==> config.mk <==
export PLATFORM = sky130hd
export DESIGN_NAME = minimax_rf_dump
export DESIGN_NICKNAME = d
export VERILOG_FILES = /design/src/rtl/minimax_pkg.sv /design/src/rtl/minimax_rf_dump_fifo.sv /design/src/rtl/minimax_rf_dump.sv
export SDC_FILE = /design/constraint.sdc
export NUM_CORES = 1
export LEC_CHECK = 0
export ABC_AREA = 1
export CAP_MARGIN = 20
export CORE_MARGIN = 1.5
export CORE_UTILIZATION = 25
export DETAILED_ROUTE_END_ITERATION = 6
export SETUP_SLACK_MARGIN = 0.3
export SYNTH_ARGS = -nofsm -noshare
export SYNTH_HDL_FRONTEND = slang
export SYNTH_SLANG_ARGS = --single-unit
==> constraint.sdc <==
create_clock -name clk -period 4.65 [get_ports clk]
set_clock_uncertainty 0.05 [all_clocks]
set_input_delay 0.6975 -clock clk [delete_from_list [all_inputs] [get_ports clk]]
set_output_delay 0.6975 -clock clk [all_outputs]
set_load 0.01 [all_outputs]
==> src/rtl/minimax_pkg.sv <==
// ============================================================================
// minimax_pkg -- shared types for the minimax register-file dump block
// Rev 1.0
// ============================================================================
`default_nettype none

package minimax_pkg;

   localparam int REG_IDX_W = 5;
   localparam int DATA_W    = 32;
   localparam int BEAT_W    = DATA_W + REG_IDX_W + 1;

   typedef enum logic [2:0] {
      ST_IDLE  = 3'd0,
      ST_HALT  = 3'd1,
      ST_READ  = 3'd2,
      ST_DRAIN = 3'd3,
      ST_DONE  = 3'd4
   } state_t;

   typedef struct packed {
      logic [DATA_W-1:0]    data;
      logic [REG_IDX_W-1:0] idx;
      logic                 last;
   } beat_t;

endpackage

`default_nettype wire

==> src/rtl/minimax_rf_dump_fifo.sv <==
// ============================================================================
// minimax_rf_dump_fifo -- synchronous output buffer with flush
// Rev 1.0
// ============================================================================
`default_nettype none

module minimax_rf_dump_fifo #(
   parameter int DEPTH = 2,
   parameter int WIDTH = 38
) (
   input  logic             clk,
   input  logic             reset,
   input  logic             flush,
   input  logic             push,
   input  logic [WIDTH-1:0] push_data,
   input  logic             pop,
   output logic [WIDTH-1:0] head,
   output logic             full,
   output logic             empty
);

   localparam int AW = $clog2(DEPTH);

   logic [WIDTH-1:0] mem_q [DEPTH];
   logic [AW:0]      wr_ptr_q, wr_ptr_d;
   logic [AW:0]      rd_ptr_q, rd_ptr_d;
   logic             do_push, do_pop;

   // Extra pointer bit distinguishes full from empty when the indices match.
   assign empty   = (wr_ptr_q == rd_ptr_q);
   assign full    = (wr_ptr_q[AW] != rd_ptr_q[AW]) &&
                    (wr_ptr_q[AW-1:0] == rd_ptr_q[AW-1:0]);
   assign do_pop  = pop && !empty;
   assign do_push = push && (!full || do_pop);
   assign head    = mem_q[rd_ptr_q[AW-1:0]];

   always_comb begin
      wr_ptr_d = wr_ptr_q + {{AW{1'b0}}, do_push};
      rd_ptr_d = rd_ptr_q + {{AW{1'b0}}, do_pop};
      if (flush) begin
         wr_ptr_d = '0;
         rd_ptr_d = '0;
      end
   end

   always_ff @(posedge clk or posedge reset) begin
      if (reset) begin
         wr_ptr_q <= '0;
         rd_ptr_q <= '0;
      end else begin
         wr_ptr_q <= wr_ptr_d;
         rd_ptr_q <= rd_ptr_d;
      end
   end

   always_ff @(posedge clk) begin
      if (do_push && !flush) begin
         mem_q[wr_ptr_q[AW-1:0]] <= push_data;
      end
   end

endmodule

`default_nettype wire

==> src/rtl/minimax_rf_dump.sv <==
// ============================================================================
// minimax_rf_dump -- halts the core and streams a register range out
// Rev 1.0
// ============================================================================
`default_nettype none

module minimax_rf_dump
   import minimax_pkg::*;
#(
   parameter int FIFO_DEPTH = 2
) (
   input  logic                 clk,
   input  logic                 reset,
   input  logic                 start,
   input  logic                 abort,
   input  logic [REG_IDX_W-1:0] first_reg,
   input  logic [REG_IDX_W-1:0] last_reg,
   output logic                 halt_req,
   input  logic                 halted,
   output logic [REG_IDX_W-1:0] rf_addr,
   input  logic [DATA_W-1:0]    rf_data,
   output logic                 out_valid,
   input  logic                 out_ready,
   output logic [DATA_W-1:0]    out_data,
   output logic [REG_IDX_W-1:0] out_idx,
   output logic                 out_last,
   output logic                 busy,
   output logic                 done
);

   state_t               state_q, state_d;
   logic [REG_IDX_W-1:0] idx_q, idx_d;
   logic [REG_IDX_W-1:0] last_q, last_d;
   logic                 push;
   logic                 pop;
   logic                 fifo_full, fifo_empty;
   beat_t                push_beat, head_beat;
   logic [BEAT_W-1:0]    fifo_head;

   assign push_beat = '{data: rf_data, idx: idx_q, last: (idx_q == last_q)};
   assign head_beat = fifo_head;
   assign pop       = out_valid && out_ready;

   minimax_rf_dump_fifo #(
      .DEPTH (FIFO_DEPTH),
      .WIDTH (BEAT_W)
   ) u_fifo (
      .clk       (clk),
      .reset     (reset),
      .flush     (abort),
      .push      (push),
      .push_data (push_beat),
      .pop       (pop),
      .head      (fifo_head),
      .full      (fifo_full),
      .empty     (fifo_empty)
   );

   // Storage is not reset, so the head fields are masked until a beat is valid.
   assign out_valid = !fifo_empty;
   assign out_data  = out_valid ? head_beat.data : '0;
   assign out_idx   = out_valid ? head_beat.idx  : '0;
   assign out_last  = out_valid && head_beat.last;

   assign busy     = (state_q != ST_IDLE);
   assign halt_req = busy;
   assign done     = (state_q == ST_DONE);
   assign rf_addr  = (state_q == ST_READ) ? idx_q : '0;

   always_comb begin
      state_d = state_q;
      idx_d   = idx_q;
      last_d  = last_q;
      push    = 1'b0;
      case (state_q)
         ST_IDLE: begin
            if (start && (first_reg <= last_reg)) begin
               idx_d   = first_reg;
               last_d  = last_reg;
               state_d = ST_HALT;
            end
         end
         ST_HALT: begin
            if (halted) state_d = ST_READ;
         end
         ST_READ: begin
            // A full buffer still accepts a beat when the head leaves this cycle.
            if (halted && (!fifo_full || pop)) begin
               push = 1'b1;
               if (idx_q == last_q) state_d = ST_DRAIN;
               else                 idx_d   = idx_q + 5'd1;
            end
         end
         ST_DRAIN: begin
            if (fifo_empty) state_d = ST_DONE;
         end
         ST_DONE: state_d = ST_IDLE;
         default: state_d = ST_IDLE;
      endcase
      if (abort) begin
         state_d = ST_IDLE;
         push    = 1'b0;
      end
   end

   always_ff @(posedge clk or posedge reset) begin
      if (reset) begin
         state_q <= ST_IDLE;
         idx_q   <= '0;
         last_q  <= '0;
      end else begin
         state_q <= state_d;
         idx_q   <= idx_d;
         last_q  <= last_d;
      end
   end

endmodule

`default_nettype wire
==> metrics <==
ranking of synthesized cells by area=edfxtp_1 55%, nand2_1 12%, dfrtp_1 10%; clk_lat worst skew=0.34 ns; WS Path Type=flip-flop to primary output; Seq/Total Area, Yosys=0.6578; Routed WL=9237 um; nets@finish=534; area of the die=17,240 sq um; first-pass GRT wire length=15,100 um; number of synthesized flops with an enable pin=76; area grow syn2layout=37.36%; Tcrit/Tclk final=0.7693; number of global-route vias before repair=2,963; Netlist cell types=28; share of layout cells above drive strength 1=0.08489; Warnings, synthesis=0; Slew Limit Headroom=0.5203; Setup WS pre-CTS=1.363 ns; DR vias=2,907; Die X=131.3 um; Seq cells post-synth=93; Gate power share=0.237; Initial Utilization=0.2573; Net Sw Frac=0.2853; total clock sinks=93; Row Count=46; Achievable Freq=279.6 MHz; unrepaired setup endpoints after global routing=no; synthesized area=4116 sq um; WL/cell=13.21 um; largest net degree at the start of global routing=41; Worst-Margin Slew=0.7185 ns; VDD IR-drop max=192.5 uV; Main synth FF type=edfxtp_1; Synth Net Count=441; Worst R2R End=u_fifo.mem_q[1][22]; footprint of the multi-input gates=1229 sq um; CTS Hold Buffers Added=0; Hold Path Sink=last_q[0]; Post-CTS Setup Bufs=0; Total GRT Usage=0.1126; total CTS buffers=9; R2R setup slack=1.97 ns; status=completed; htree depth=3; FILL cells=1,638; grt total ovfl=0; Final TNS setup=0 ns; Critical Path Sink Type=primary output; Die Ht=131.3 um; Hold Path Cell Cnt=2; IO Pins=95; Post-Synthesis Cells=385; Async S/R FF share, synth=0.1828; Root Driver=clkbuf_16; Startpoint Class=flip-flop; clk slew on worst S/H paths=0.06 ns; CTS resizes=0; part of the power in registers=0.416; DR vias/cell=4.159; Max-Cap Viols=0; ant diodes=0; initial antenna violation count=0; residual DRC count=0; Lkg Pwr=0.002157 uW; CP Max Fanout=39; reg2reg start=u_fifo.rd_ptr_q[0]; synthesized area per cell=10.69 sq um; fin. max-slew vios=0; PwrDens=451.6 nW/um^2; Hold Fails Final Rpt=0; Tightest Hold Check Type=flip-flop to flip-flop; Buffers on Ports=94; DR iter-0 viols=135; 1st-pass router iterations=4; P_sw=728.3 uW; register area=2708 sq um; P_int=1825 uW; DP HPWL=6317 um; Final setup violation count=0; clk buf depth=2; minimum clock period=3.577 ns; beginning of the worst hold path=last_q[0]; share of the synthesized area in the top cell type=0.5544; cell taking the most area after synthesis=edfxtp_1; GPL Wtd Cong=0.7920; Reg2Reg Depth=9; fin worst setup slack=1.073 ns; WP data arrival=2.83 ns; CTS tree=built; Min Hold Slack=0.4924 ns; part of the power in the clock network=0.347; critical path data required time=3.90 ns; Core Box Area=16,000 sq um; post-route ant nets=0
-- state kept, by name, indices dropped and copies added, names as in the netlist --
name             cells
u_fifo.wr_ptr_q      2
u_fifo.mem_q        76
state_q              3
u_fifo.rd_ptr_q      2
idx_q                5
last_q               5
-- layer usage --
metal | track usage | up-vias | share of wire
met3 | 0.03627 | 14 | 0.059
met1 | 0.1304 | 1340 | 0.44
li1 | - | 1472 | -
met2 | 0.1881 | 81 | 0.47
met5 | 0 | - | 0
met4 | 0.05494 | 0 | 0.023
-- logic make-up (layout without fill, tap and decap cells) --
logic type	count (synthesis)	count (layout)	share of synthesized area
flip-flops	93	93	0.6578
adder cells (fa/ha/maj)	8	8	0.02432
buffers and inverters	47	145	0.04741
AO/OA/AOI/OAI	54	54	0.07538
AND/OR/NAND/NOR	176	176	0.1802
XOR/XNOR	7	7	0.01489
-- worst max-delay path by stage --
stage               depth (start not counted)  slack, ns                from            endpoint
finish                                      7       1.07  u_fifo.rd_ptr_q[0]         out_data[1]
global route                                7       0.82  u_fifo.rd_ptr_q[0]         out_data[1]
CTS                                         7       0.97  u_fifo.rd_ptr_q[0]         out_data[1]
detailed placement                          7       1.36  u_fifo.rd_ptr_q[0]         out_data[1]
global placement                            7       1.40  u_fifo.rd_ptr_q[0]         out_data[1]
floorplan                                   4       1.42               abort  u_fifo.mem_q[0][0]
-- cell usage in the layout, fill, tap and decap left out, drive strengths merged --
cell and count:
nor3 2, inv 32, or2 1, clkinvlp 2, dfrtp 17, xor2 2, a21boi 1, xnor2 5
buf 3, clkbuf 10, nand2 137, ha 8, a21oi 44, clkdlybuf4s50 94, nand3 13, nand4 2
o21ai 9, edfxtp 76, nor2 21, bufinv 4
-- Yosys cell counts, types with 5 or more instances --
library cell / number
a21oi_1: 41
clkbuf_1: 9
dfrtp_1: 17
edfxtp_1: 76
ha_1: 8
inv_1: 27
inv_2: 5
nand2_1: 133
nand3_1: 10
nor2_1: 17
o21ai_0: 7
xnor2_1: 5
-- cell type report --
| class | instances | area share |
|---|---|---|
| inverter | 32 | 0.02124 |
| clock inverter | 6 | 0.02390 |
| multi-input combinational | 245 | 0.2173 |
| tap | 216 | 0.04780 |
| sequential | 93 | 0.4789 |
| timing repair buffer | 97 | 0.1704 |
| clock buffer | 10 | 0.04050 |
-- worst max-delay path: stages, from the launching register on --
cell and delay (ns):
dfrtp_1 0.38, inv_2 0.52, nand2_1 0.11, nand2_1 0.11, nand2_1 0.11, inv_2 0.55, a21oi_1 0.16, clkdlybuf4s50_1 0.53
-- metrics by stage --
step,cells,utilization,area [sq um],total power (uW)
floorplan,385,-,4116,1460
global placement,683,0.3306,5290,1676
detailed placement,683,0.3306,5290,1695
CTS,699,0.3534,5654,2595
global route,699,0.3534,5654,2699
finish,699,0.3534,5654,2553
-- power groups by stage --
stage          clock [uW]  sequential, uW  combinational (uW)
2_1_floorplan           0            1060                 402
3_3_place_gp            0            1080                 601
3_5_place_dp            0            1080                 614
4_1_cts               914            1060                 617
5_1_grt               944            1070                 681
6_report              885            1060                 605
Power figures use the tool's default switching activity.
